File: config.mk
export PLATFORM = sky130hd
export DESIGN_NAME = serial_subtractor
export DESIGN_NICKNAME = d
export VERILOG_FILES = /design/src/rtl/sersub_pkg.sv /design/src/rtl/serial_subtractor_fs_cell.sv /design/src/rtl/serial_subtractor.sv
export SDC_FILE = /design/constraint.sdc
export NUM_CORES = 1
export LEC_CHECK = 0
export BUFFER_PORTS_ARGS = -buffer_cell sky130_fd_sc_hd__buf_2
export CORE_MARGIN = 2
export CORE_UTILIZATION = 30
export DETAILED_ROUTE_END_ITERATION = 10
export GPL_TIMING_DRIVEN = 0
export PLACE_DENSITY_LB_ADDON = 0.25
export SLEW_MARGIN = 20
export SYNTH_ARGS = -nofsm -noshare
export SYNTH_HDL_FRONTEND = slang
export SYNTH_SLANG_ARGS = --single-unit
File: constraint.sdc
create_clock -name clk -period 3.56 [get_ports clk]
set_input_delay 0.178 -clock clk [delete_from_list [all_inputs] [get_ports clk]]
set_output_delay 0.178 -clock clk [all_outputs]
set_load 0.02 [all_outputs]
File: src/rtl/sersub_pkg.sv
// Shared definitions for the bit-serial subtractor: FSM state encoding and width limit.
// Optional signed-overflow output is enabled with SERSUB_OVF_EN.
package sersub_pkg;

  localparam int MAX_WIDTH = 32;

  typedef enum logic [1:0] {
    IDLE  = 2'd0,
    SHIFT = 2'd1,
    DONE  = 2'd2
  } sersub_state_e;

endpackage

File: src/rtl/serial_subtractor_fs_cell.sv
// One-bit full subtractor: two cascaded half-subtract stages, borrows ORed together.
module fs_cell (
  input  logic a_i,
  input  logic b_i,
  input  logic bin_i,
  output logic d_o,
  output logic bout_o
);

  logic hs1_d;
  logic hs1_b;
  logic hs2_b;

  assign hs1_d  = a_i ^ b_i;
  assign hs1_b  = ~a_i & b_i;
  assign d_o    = hs1_d ^ bin_i;
  assign hs2_b  = ~hs1_d & bin_i;
  assign bout_o = hs1_b | hs2_b;

endmodule

File: src/rtl/serial_subtractor.sv
// Bit-serial a - b, LSB first, one bit per clock through a single fs_cell and a borrow flop.
// Define SERSUB_OVF_EN to add the signed-overflow output ovf.
module serial_subtractor
  import sersub_pkg::*;
#(
  parameter int WIDTH = 8
) (
  input  logic             clk,
  input  logic             rst,
  input  logic             start,
  input  logic [WIDTH-1:0] a,
  input  logic [WIDTH-1:0] b,
  output logic             busy,
  output logic             done,
  output logic [WIDTH-1:0] diff,
  output logic             borrow
`ifdef SERSUB_OVF_EN
  ,
  output logic             ovf
`endif
);

  localparam int CW = $clog2(WIDTH + 1);

  if (WIDTH < 1 || WIDTH > MAX_WIDTH) begin : g_width_check
    $error("serial_subtractor: WIDTH out of range");
  end

  sersub_state_e    state_q, state_d;
  logic [CW-1:0]    count_q, count_d;
  logic [WIDTH-1:0] sa_q, sa_d;
  logic [WIDTH-1:0] sb_q, sb_d;
  logic [WIDTH-1:0] res_q, res_d;
  logic             bff_q, bff_d;
  logic [WIDTH-1:0] diff_q, diff_d;
  logic             borrow_q, borrow_d;
`ifdef SERSUB_OVF_EN
  logic             a_msb_q, a_msb_d;
  logic             b_msb_q, b_msb_d;
  logic             ovf_q, ovf_d;
`endif

  logic cell_d;
  logic cell_bout;

  fs_cell u_cell (
    .a_i    (sa_q[0]),
    .b_i    (sb_q[0]),
    .bin_i  (bff_q),
    .d_o    (cell_d),
    .bout_o (cell_bout)
  );

  always_comb begin
    state_d  = state_q;
    count_d  = count_q;
    sa_d     = sa_q;
    sb_d     = sb_q;
    res_d    = res_q;
    bff_d    = bff_q;
    diff_d   = diff_q;
    borrow_d = borrow_q;
`ifdef SERSUB_OVF_EN
    a_msb_d  = a_msb_q;
    b_msb_d  = b_msb_q;
    ovf_d    = ovf_q;
`endif
    case (state_q)
      IDLE, DONE: begin
        if (start) begin
          state_d = SHIFT;
          sa_d    = a;
          sb_d    = b;
          res_d   = '0;
          bff_d   = 1'b0;
          count_d = '0;
`ifdef SERSUB_OVF_EN
          a_msb_d = a[WIDTH-1];
          b_msb_d = b[WIDTH-1];
`endif
        end else if (state_q == DONE) begin
          state_d = IDLE;
        end
      end
      SHIFT: begin
        // Once every bit is in, publish the result on the following edge.
        if (count_q == CW'(WIDTH)) begin
          state_d  = DONE;
          diff_d   = res_q;
          borrow_d = bff_q;
`ifdef SERSUB_OVF_EN
          ovf_d    = (a_msb_q ^ b_msb_q) & (res_q[WIDTH-1] ^ a_msb_q);
`endif
        end else begin
          res_d            = res_q >> 1;
          res_d[WIDTH-1]   = cell_d;
          sa_d             = sa_q >> 1;
          sb_d             = sb_q >> 1;
          bff_d            = cell_bout;
          count_d          = count_q + CW'(1);
        end
      end
      default: state_d = IDLE;
    endcase
  end

  always_ff @(posedge clk) begin
    if (rst) begin
      state_q  <= IDLE;
      count_q  <= '0;
      sa_q     <= '0;
      sb_q     <= '0;
      res_q    <= '0;
      bff_q    <= 1'b0;
      diff_q   <= '0;
      borrow_q <= 1'b0;
`ifdef SERSUB_OVF_EN
      a_msb_q  <= 1'b0;
      b_msb_q  <= 1'b0;
      ovf_q    <= 1'b0;
`endif
    end else begin
      state_q  <= state_d;
      count_q  <= count_d;
      sa_q     <= sa_d;
      sb_q     <= sb_d;
      res_q    <= res_d;
      bff_q    <= bff_d;
      diff_q   <= diff_d;
      borrow_q <= borrow_d;
`ifdef SERSUB_OVF_EN
      a_msb_q  <= a_msb_d;
      b_msb_q  <= b_msb_d;
      ovf_q    <= ovf_d;
`endif
    end
  end

  assign busy   = (state_q == SHIFT);
  assign done   = (state_q == DONE);
  assign diff   = diff_q;
  assign borrow = borrow_q;
`ifdef SERSUB_OVF_EN
  assign ovf    = ovf_q;
`endif

endmodule

### Word level (Yosys, flattened, before mapping)

Index checks and enable logic that the tools add are counted.

* register bits: 40
* bits of input ports: 19
* output and inout bits: 11
* logic and storage cells: 48

* add/sub/neg operators: 1
* eq/ne operators: 7
* mux-type cells: 19
* bitwise gates (word level): 7
* reductions and logical operators: 6

Operators with widths (count)
* 2-to-1 mux 8 bit: 6
* case mux 8 bit (2 select lines): 3
* 2-to-1 mux 4 bit: 2
* case mux 4 bit (2 select lines): 1
* 2-to-1 mux 2 bit: 3
* adder 4 x 1 -> 4 bit (second input constant): 1
* == test 4 bit (second input constant): 1
* inequality test 2 bit (second input constant): 2
* case mux 2 bit (2 select lines): 1
* AND reduction 2 bit: 2
* inequality test 3 bit (second input constant): 1
* AND reduction 3 bit: 1
* AND 1 bit: 2
* == test 2 x 1 -> 1 bit (second input constant): 1
* == test 2 bit (second input constant): 1
* logical NOT 2 bit: 1
* 2-to-1 mux 1 bit: 2
* inequality test 2 x 1 -> 1 bit (second input constant): 1
* inverter 1 bit: 2
* case mux 1 bit (2 select lines): 1
* nonzero test 2 bit: 1
* OR reduction 2 bit: 1
* bitwise XOR 1 bit: 2
* bitwise OR 1 bit: 1

### Longest topological paths before layout

Gate-level depths: netlist (run 1).

* depth in word-level cells: 6
* gate-level depth with buffers: 7
* gate-level depth less buffers: 5

### Modules after synthesis

Synthesis (run 1) repeated with hierarchy kept, for this count alone.

* cell total of the unflattened synthesis: 215
* area, all modules: 1833.0 µm²

By module, submodules not included
* serial_subtractor: times used 1, cells an instance 211, area an instance 1801.7 µm², sequential area each 800.8 µm²
* fs_cell: times used 1, cells an instance 4, area an instance 31.3 µm², sequential area each 0.0 µm²

### Worst setup path before layout (run 1)

OpenSTA, ideal clock, no wires.

* path type: register to register
* from: register count_q[0]
* to: register count_q[2]
* arrival: 1.398 ns
* path slack: 2.092 ns
* cell stages (with the launch flop): 7
* clock period less this slack: 1.468 ns
* path through: dfxtp_1 > inv_1 > ha_1 > and3b_1 > buf_6 > or4_1 > a21oi_1

* word-level cells in the longest chain between the ends: 3
* elaborated cells between the ends (all ways): 6

Ends and longest elaborated chain
* from (decl): RTL line serial_subtractor.sv:30 `logic [CW-1:0] count_q, count_d;`
* from (signal assigned): RTL line serial_subtractor.sv:124 `count_q <= count_d;`
* adder 4 x 1 -> 4 bit / == test 4 bit (equally long branches): RTL line serial_subtractor.sv:100, serial_subtractor.sv:87
* 2-to-1 mux 4 bit / inequality test 2 bit (equally long branches)
* case mux 4 bit (2 select lines) / AND reduction 3 bit (equally long branches)

Parallel ways exist; a longest one is shown, timed or not. The select of a mux whose other input is x is not followed.
A chain may end at the register's enable or synchronous reset.

### Final worst setup path (run 1)

* from: register count_q[0]
* to: register diff_q[0] (netlist: diff[0])

* word-level cells in the longest chain between the ends: 2

Ends and longest elaborated chain
* == test 4 bit: RTL line serial_subtractor.sv:87 `if (count_q == CW'(WIDTH)) begin`
* AND reduction 2 bit (no source line)
* to (signal assigned): RTL line serial_subtractor.sv:129 `diff_q <= diff_d;`
* to (decl): RTL line serial_subtractor.sv:35 `logic [WIDTH-1:0] diff_q, diff_d;`

No other way between the ends.

==> impl_metrics.toml, run 1 <==
[run_status]
status = "finished, final reports clean"

[critical_path]
rrSetupSlack_ns = 1.83
r2r_start = "count_q[0]"
startpoint = "count_q[0]"
path_max_fanout = 10
crit_required_ns = 3.78
reg2reg_depth = 6
criticalPathCategory = "register to register"
cp-start-kind = "register"
crit_path_end_kind = "register"
cp_data_arrival_time_ns = 1.95

[power_and_ir_drop]
leakagePower_nw = 0.800
switching_share_pct = 24.7
switching_power_uw = 262
pwr-share-comb_pct = 12.8
p_per_area_mw_per_mm2 = 481
power_frac_clock_pct = 41.4
finalPower_mw = 1.06
p_int_uw = 798
p_seq_share_pct = 45.8
ir_worst_vdd_mv = 0.231

[yosys]
syn_area_per_cell_um2 = 8.63
synth-seq-area-share_pct = 43.6
syn_area_mm2 = 0.00184
yosysTopAreaCell = "dfxtp_1"
synth_top_area_share_pct = 43.6
syn-num-nets = 235
yosys_warnings = 0
ys_ff_latch = 40
ys_types = 26
synth_area_leaders = "dfxtp_1 (44%), o211ai_1 (9.8%), a311oi_1 (6.7%)"
syn_inst = 213

[layout]
final_cell_mix = "buf_2 (40), dfxtp_1 (40), nand2_1 (30)"
final_core_util_pct = 37.2
drive_gt1_share_pct = 21.8
finalInstanceArea_mm2 = 0.00220
antennaDiodeCount = 0
final_cells = 323
area_growth_pct = 19.7
fill_cells = 625
fin_nets = 270

[placement]
place_congestion = 0.742
place_hpwl_um = 3360
place_area_mm2 = 0.00207
io_buffers = 28
place_inst = 316

[die]
dieWidth_um = 82.3
core_area_mm2 = 0.00592
die_h_um = 82.3
io_pins = 30
initial_utilization_pct = 31.0
die-area_mm2 = 0.00677
num_rows = 28

[route]
routedWlPerCell_um = 15.4
routed_wirelength_um = 4990
vias_per_cell = 5.31
drtPass1Iterations = 4
drt_iter0_markers = 97
drc = 0
drtAntennaViolNets = 0
num_vias = 1714

[hold_path]
min_path_cells = 3
hp-class = "primary input to register"
min_from = "b[7]"

[global_routing]
antenna_found_initial = 0
grt_max_degree = 13
grt_pass1_vias = 1655
grt_first_pass_wirelength_um = 8200
grt_overflow = 0
grtUsageTotal_pct = 15.7

[timing]
hold_viol = 0
worst_slew_pin_slew_ns = 0.534
fmax_mhz = 579
min_period_ns = 1.73
rsz0062_at_grt = "no"
setup_viol = 0
final.setup_skew_ns = 0.0103
period_share_pct = 48.6
maxSlewHeadroom_pct = 64.4
finalSetupTns_ns = 0
final_max_slew_viol_count = 0

[clocking]
cts.sinks = 40
clkLatencyLatePin_ns = 0.29
htreeDepth = 2
cts_tree = "yes"
numCtsBuffers = 5
cts_resized = 0
cts-root-buf = "clkbuf_8"
cts_buffer_depth = 2
path_clk_slew_ns = 0.08
cts-hold-fix-buffers = 0
cts_setup_buffers = 0

[job]
drv_cap = 0
## registers in the layout, summed over array words and instances (netlist names)
name     count
count_q      4
borrow       1
res_q        8
state_q      2
diff         8
sa_q         8
bff_q        1
sb_q         8
## synthesized netlist by cell type, drive strengths merged
library cell  count
a31oi             1
o21ai            10
buf              17
and3b             1
nand2b            2
inv               5
clkbuf            9
nor2b             3
ha                2
a311oi           14
o211ai           24
dfxtp            40
nand3b            1
a21oi            23
nand3            12
fa                1
a211o             1
or3               1
nand2            30
nor3              1
or4               1
a211oi           14
## metrics by stage
stage                     hold slack (ns)  worst slack (ns)
after floorplan                     0.314              2.09
after global placement              0.437              1.88
after detailed placement            0.443              1.87
after CTS                           0.127              1.83
after global routing                0.136              1.69
final                               0.134              1.83
## final timing paths
| check | to |
|---|---|
| worst max-delay path | diff[0] |
| worst min-delay path | sb_q[7] |
| worst max register to register | diff[0] |
| worst min register to register | diff[1] |
## cell families (layout without fill, tap and decap cells)
| group | after synthesis | after routing | synth area share [%] |
|---|---|---|---|
| compound gates | 87 | 87 | 32.6 |
| simple gates | 52 | 52 | 13.0 |
| flops | 40 | 40 | 43.6 |
| buf+inv | 31 | 66 | 8.37 |
| fa+ha+maj | 3 | 3 | 2.45 |
## per-layer routing
layer,routed length [µm],vias up,share of wire [%],global-route usage (%)
met5,0,-,0,0
met4,27,0,0.54,4.17
met3,252,5,5.1,3.26
met2,2250,47,45,24.6
met1,2460,802,49,21.8
li1,-,860,-,-
## power groups by stage
stage / clock [mW] / sequential (mW) / combinational, mW
after floorplan: 0 / 0.491 / 0.0954
after global placement: 0 / 0.495 / 0.134
after detailed placement: 0 / 0.495 / 0.135
after CTS: 0.446 / 0.485 / 0.136
after global routing: 0.459 / 0.487 / 0.151
final: 0.439 / 0.485 / 0.136
## cell type report
cell class,instances,area (µm²),share of cell area [%]
Buffer,26,135,6.14
Clock buffer,5,68.8,3.13
Clock inverter,2,60.1,2.73
Inverter,5,18.8,0.853
Multi-Input combinational cell,142,883,40.1
Sequential cell,40,801,36.4
Tap cell,75,93.8,4.26
Timing Repair Buffer,28,140,6.37
## critical path, cell delays in order (launching register included)
cell,delay [ns]
dfxtp_1,0.38
inv_1,0.08
ha_1,0.21
nand3b_1,0.25
clkbuf_1,0.43
o21ai_0,0.14
a21oi_1,0.16
Power figures use the tool's default switching activity.
==> inputs of run 2 (changes only) <==
- clock period: 3.56 -> 1.7 ns (I/O delays scaled with it)
==> impl_metrics.toml, run 2 (synthesized netlist as in run 1, its figures left out) <==
[clocking]
clkLatencyLatePin_ns = 0.29
cts.sinks = 40
htreeDepth = 2
cts_buffer_depth = 2
cts-hold-fix-buffers = 0
path_clk_slew_ns = 0.08
numCtsBuffers = 5
cts-root-buf = "clkbuf_8"
cts_tree = "yes"

[timing]
whs_ns = 0.0418
setup_viol = 0
worst_slew_pin_slew_ns = 0.538
hold_viol = 0
setup_ws_ns = 0.119
maxSlewHeadroom_pct = 64.1
final_max_slew_viol_count = 0
final.setup_skew_ns = 0.0111
period_share_pct = 93.0
min_period_ns = 1.58
fmax_mhz = 632

[route]
routed_wirelength_um = 4990
routedWlPerCell_um = 15.4
drtPass1Iterations = 4
vias_per_cell = 5.26
drt_iter0_markers = 103
drc = 0
num_vias = 1709
drtAntennaViolNets = 0

[placement]
place_hpwl_um = 3360
place_inst = 316
place_congestion = 0.742
io_buffers = 28
place_ws_ns = 0.0147

[layout]
multi_input_comb_area_um2 = 883
fin_nets = 272
seq_area_um2 = 803
drive_gt1_share_pct = 24.0
fill_cells = 623
final_cells = 325
final_common_cell = "buf_2"
final_cell_mix = "buf_2 (39), dfxtp_1 (38), nand2_1 (30)"
antennaDiodeCount = 0
area_growth_pct = 21.4

[hold_path]
min_to = "sb_q[7]"
hp-class = "primary input to register"
min_from = "b[7]"
min_path_cells = 3

[critical_path]
path_max_fanout = 10
crit_required_ns = 1.62
criticalPathCategory = "register to output port"
crit_path_end_kind = "output port"
r2r-end = "count_q[2]"
reg2reg_depth = 6
rrSetupSlack_ns = 0.14
r2r_start = "count_q[1]"
cp_data_arrival_time_ns = 1.50
cp-start-kind = "register"
startpoint = "state_q[1]"

[job]
drv_cap = 0

[power_and_ir_drop]
p_seq_share_pct = 45.7
p_per_area_mw_per_mm2 = 997
switching_power_uw = 550
switching_share_pct = 24.7
leakagePower_nw = 0.818
pwr-share-comb_pct = 13.0
ir_worst_vdd_mv = 0.485
finalPower_mw = 2.22
power_frac_clock_pct = 41.4
p_int_mw = 1.67

[die]
die-area_mm2 = 0.00677
die_h_um = 82.3
core_area_mm2 = 0.00592
dieWidth_um = 82.3
io_pins = 30
initial_utilization_pct = 31.0
num_rows = 28

[global_routing]
grtUsageTotal_pct = 15.7
grt_pass1_vias = 1655
grt_overflow = 0
grt_max_degree = 13
antenna_found_initial = 0
grt_first_pass_wirelength_um = 8200

[run_status]
status = "finished, final reports clean"
## run 2: area by class of cell
type                            instances  area share, %
Buffer                                 26           6.62
Sequential cell                        40           36.0
Clock buffer                            5           3.08
Clock inverter                          2           2.69
Inverter                                5          0.841
Tap cell                               75           4.21
Timing Repair Buffer                   30           6.95
Multi-Input combinational cell        142           39.6
## run 2: worst max-delay path: stages, from the launching register on
cell	delay (ns)
dfxtp_1	0.31
nand2b_1	0.13
buf_2	0.18
inv_2	0.08
buf_4	0.18
buf_6	0.16
buf_2	0.17
## run 2: how the worst max path moves through the flow
stage | endpoint | slack [ns] | depth (start not counted)
2_1_floorplan | count_q[2] | 0.23 | 6
3_3_place_gp | diff[0] | 0.02 | 6
3_5_place_dp | res_q[1] | 0.01 | 6
4_1_cts | diff[0] | 0.009 | 6
5_1_grt | count_q[2] | -0.0002 | 6
6_report | busy | 0.12 | 6
## run 2: through the flow
stage	utilization, %	cell area (µm²)	setup TNS [ns]
global placement	35.0	2070	0
floorplan	-	1840	0
detailed placement	35.0	2070	0
CTS	37.2	2200	0
global route	37.7	2230	-0.000192
finish	37.7	2230	0
## run 2: power groups by stage
stage	clock network (mW)	registers, mW	logic [mW]
after floorplan	0	1.03	0.200
after global placement	0	1.04	0.281
after detailed placement	0	1.04	0.283
after CTS	0.934	1.01	0.284
after global routing	0.961	1.02	0.321
final	0.920	1.02	0.288
## run 2: per-layer routing
layer	track usage, %	vias up	part of all wire [%]
li1	-	865	-
met5	0	-	0
met2	24.6	37	45
met1	21.8	802	50
met3	3.26	5	4.6
met4	4.17	0	0.54
## run 2: timing repair
item,4_1_cts,5_1_grt
gates resized for setup,0,10
setup buffers,0,2
endpoints found under the setup margin,0,31
==> inputs of run 3 (changes only) <==
- CORE_UTILIZATION: 30 -> 46
==> impl_metrics.toml, run 3 (synthesized netlist as in run 1, its figures left out) <==
[die]
die_h_um = 67.2
num_rows = 22
io_pins = 30
die-area_mm2 = 0.00452
initial_utilization_pct = 49.1
core_area_mm2 = 0.00374
dieWidth_um = 67.2

[timing]
min_period_ns = 1.58
setup_ws_ns = 0.119
maxSlewHeadroom_pct = 65.4
hold_viol = 0
fmax_mhz = 632
period_share_pct = 93.0
worst_slew_pin_slew_ns = 0.519
rsz0062_at_grt = "no"
setup_viol = 0
final.setup_skew_ns = 0.0131
finalSetupTns_ns = 0
final_max_slew_viol_count = 0

[critical_path]
cp_data_arrival_time_ns = 1.73
cpMostUsedCell = "buf_6"
path_max_fanout = 10
r2r-end = "sa_q[3]"
cpMaxStageDelayCell = "dfxtp_1"
crit_path_end_kind = "register"
crit_path_cell_trace = "inv_1 > ha_1 > and3b_1 > buf_6 > o21ai_4 > buf_6 > a311oi_1"
cp-start-kind = "register"
reg2reg_depth = 7
max_stage_delay_ns = 0.38
rrSetupSlack_ns = 0.12
criticalPathCategory = "register to register"
r2r_start = "count_q[0]"
cp_num_buf_inv = 3
crit_family = "flip-flops"
path_depth = 7
crit_required_ns = 1.84

[route]
drtPass1Iterations = 4
drt_iter0_markers = 101
routed_wirelength_um = 4510
drtAntennaViolNets = 0
vias_per_cell = 5.87
drc = 0
num_vias = 1749
routedWlPerCell_um = 15.1

[placement]
io_buffers = 28
place_congestion = 0.797
place_ws_ns = 0.0614
place_hpwl_um = 3040

[clocking]
htreeDepth = 2
path_clk_slew_ns = 0.07
clkLatencyLatePin_ns = 0.29
cts-root-buf = "clkbuf_8"
cts_buffer_depth = 2
cts-hold-fix-buffers = 0
numCtsBuffers = 5
cts_tree = "yes"
cts.sinks = 40

[run_status]
status = "finished, final reports clean"

[layout]
fin_nets = 271
final_cell_mix = "buf_2 (39), dfxtp_1 (39), nand2_1 (30)"
drive_gt1_share_pct = 23.2
area_growth_pct = 17.9
antennaDiodeCount = 0

[hold_path]
min_to = "sb_q[7]"
min_from = "b[7]"
hp-class = "primary input to register"
min_path_cells = 3

[global_routing]
antenna_found_initial = 0
grt_first_pass_wirelength_um = 7620
grtUsageTotal_pct = 21.7
grt_overflow = 0
grt_max_degree = 13
grt_pass1_vias = 1636

[power_and_ir_drop]
p_per_area_mw_per_mm2 = 953
leakagePower_nw = 0.805
ir_worst_vdd_mv = 0.552

[job]
drv_cap = 0
==> run 3: cell count changes in the layout (fill, tap and decap cells not counted) <==
| cell | previous run | this run |
|---|---|---|
| clkbuf_1 | 7 | 8 |
| buf_4 | 5 | 4 |
| dfxtp_2 | 2 | 1 |
| bufinv_16 | 2 | 1 |
| clkinv_2 | 0 | 1 |
| dfxtp_1 | 38 | 39 |
==> run 3: report_power, final <==
group	total, mW	internal, mW	switching, mW
clock network	0.765	0.436	0.329
logic	0.282	0.110	0.172
registers	1.02	0.986	0.0319
==> run 3: area by class of cell <==
| type | instances | area (µm²) |
|---|---|---|
| timing repair buffer | 29 | 148 |
| fill | 371 | 1580 |
| clock inverter | 2 | 35.0 |
| buffer | 26 | 148 |
| tap | 48 | 60.1 |
| multi-input combinational | 142 | 883 |
| inverter | 5 | 18.8 |
| sequential | 40 | 802 |
| clock buffer | 6 | 72.6 |
==> run 3: what timing repair did <==
item / in CTS / in global routing
endpoints found under the setup margin: 0 / 28
setup buffers: 0 / 1
gates resized for setup: 0 / 9
==> run 3: through the flow <==
| stage | area (µm²) | utilization, % | power [mW] | cells | hold slack, ns |
|---|---|---|---|---|---|
| final | 2170 | 57.9 | 2.07 | 298 | 0.0378 |
| after global routing | 2170 | 57.9 | 2.16 | 298 | 0.0555 |
| after CTS | 2150 | 57.3 | 2.08 | 297 | 0.0345 |
| after detailed placement | 2040 | 54.4 | 1.31 | 289 | 0.345 |
| after global placement | 2040 | 54.4 | 1.31 | 289 | 0.327 |
| after floorplan | 1840 | - | 1.23 | 213 | 0.221 |
==> run 3: per-layer routing <==
layer  wire, µm  GRT usage (%)
met3        140           3.83
met5          0              0
met2       2190           35.0
met4         53           6.63
met1       2120           29.5
==> run 3: worst register-to-register path, delay by kind of cell (launching register included) <==
family / cells / cell delay [ns]
flops: 1 / 0.38
compound gates: 2 / 0.30
fa+ha+maj: 1 / 0.20
simple gates: 1 / 0.17
buf+inv: 3 / 0.38
==> run 3: worst max-delay path by stage <==
stage               slack [ns]  startpoint    endpoint
floorplan                 0.23  count_q[0]  count_q[2]
finish                    0.12  count_q[0]     sa_q[3]
CTS                       0.05  count_q[0]    res_q[0]
detailed placement        0.06  count_q[0]    res_q[6]
global route             0.009  count_q[0]     sa_q[2]
global placement          0.06  count_q[0]  count_q[0]
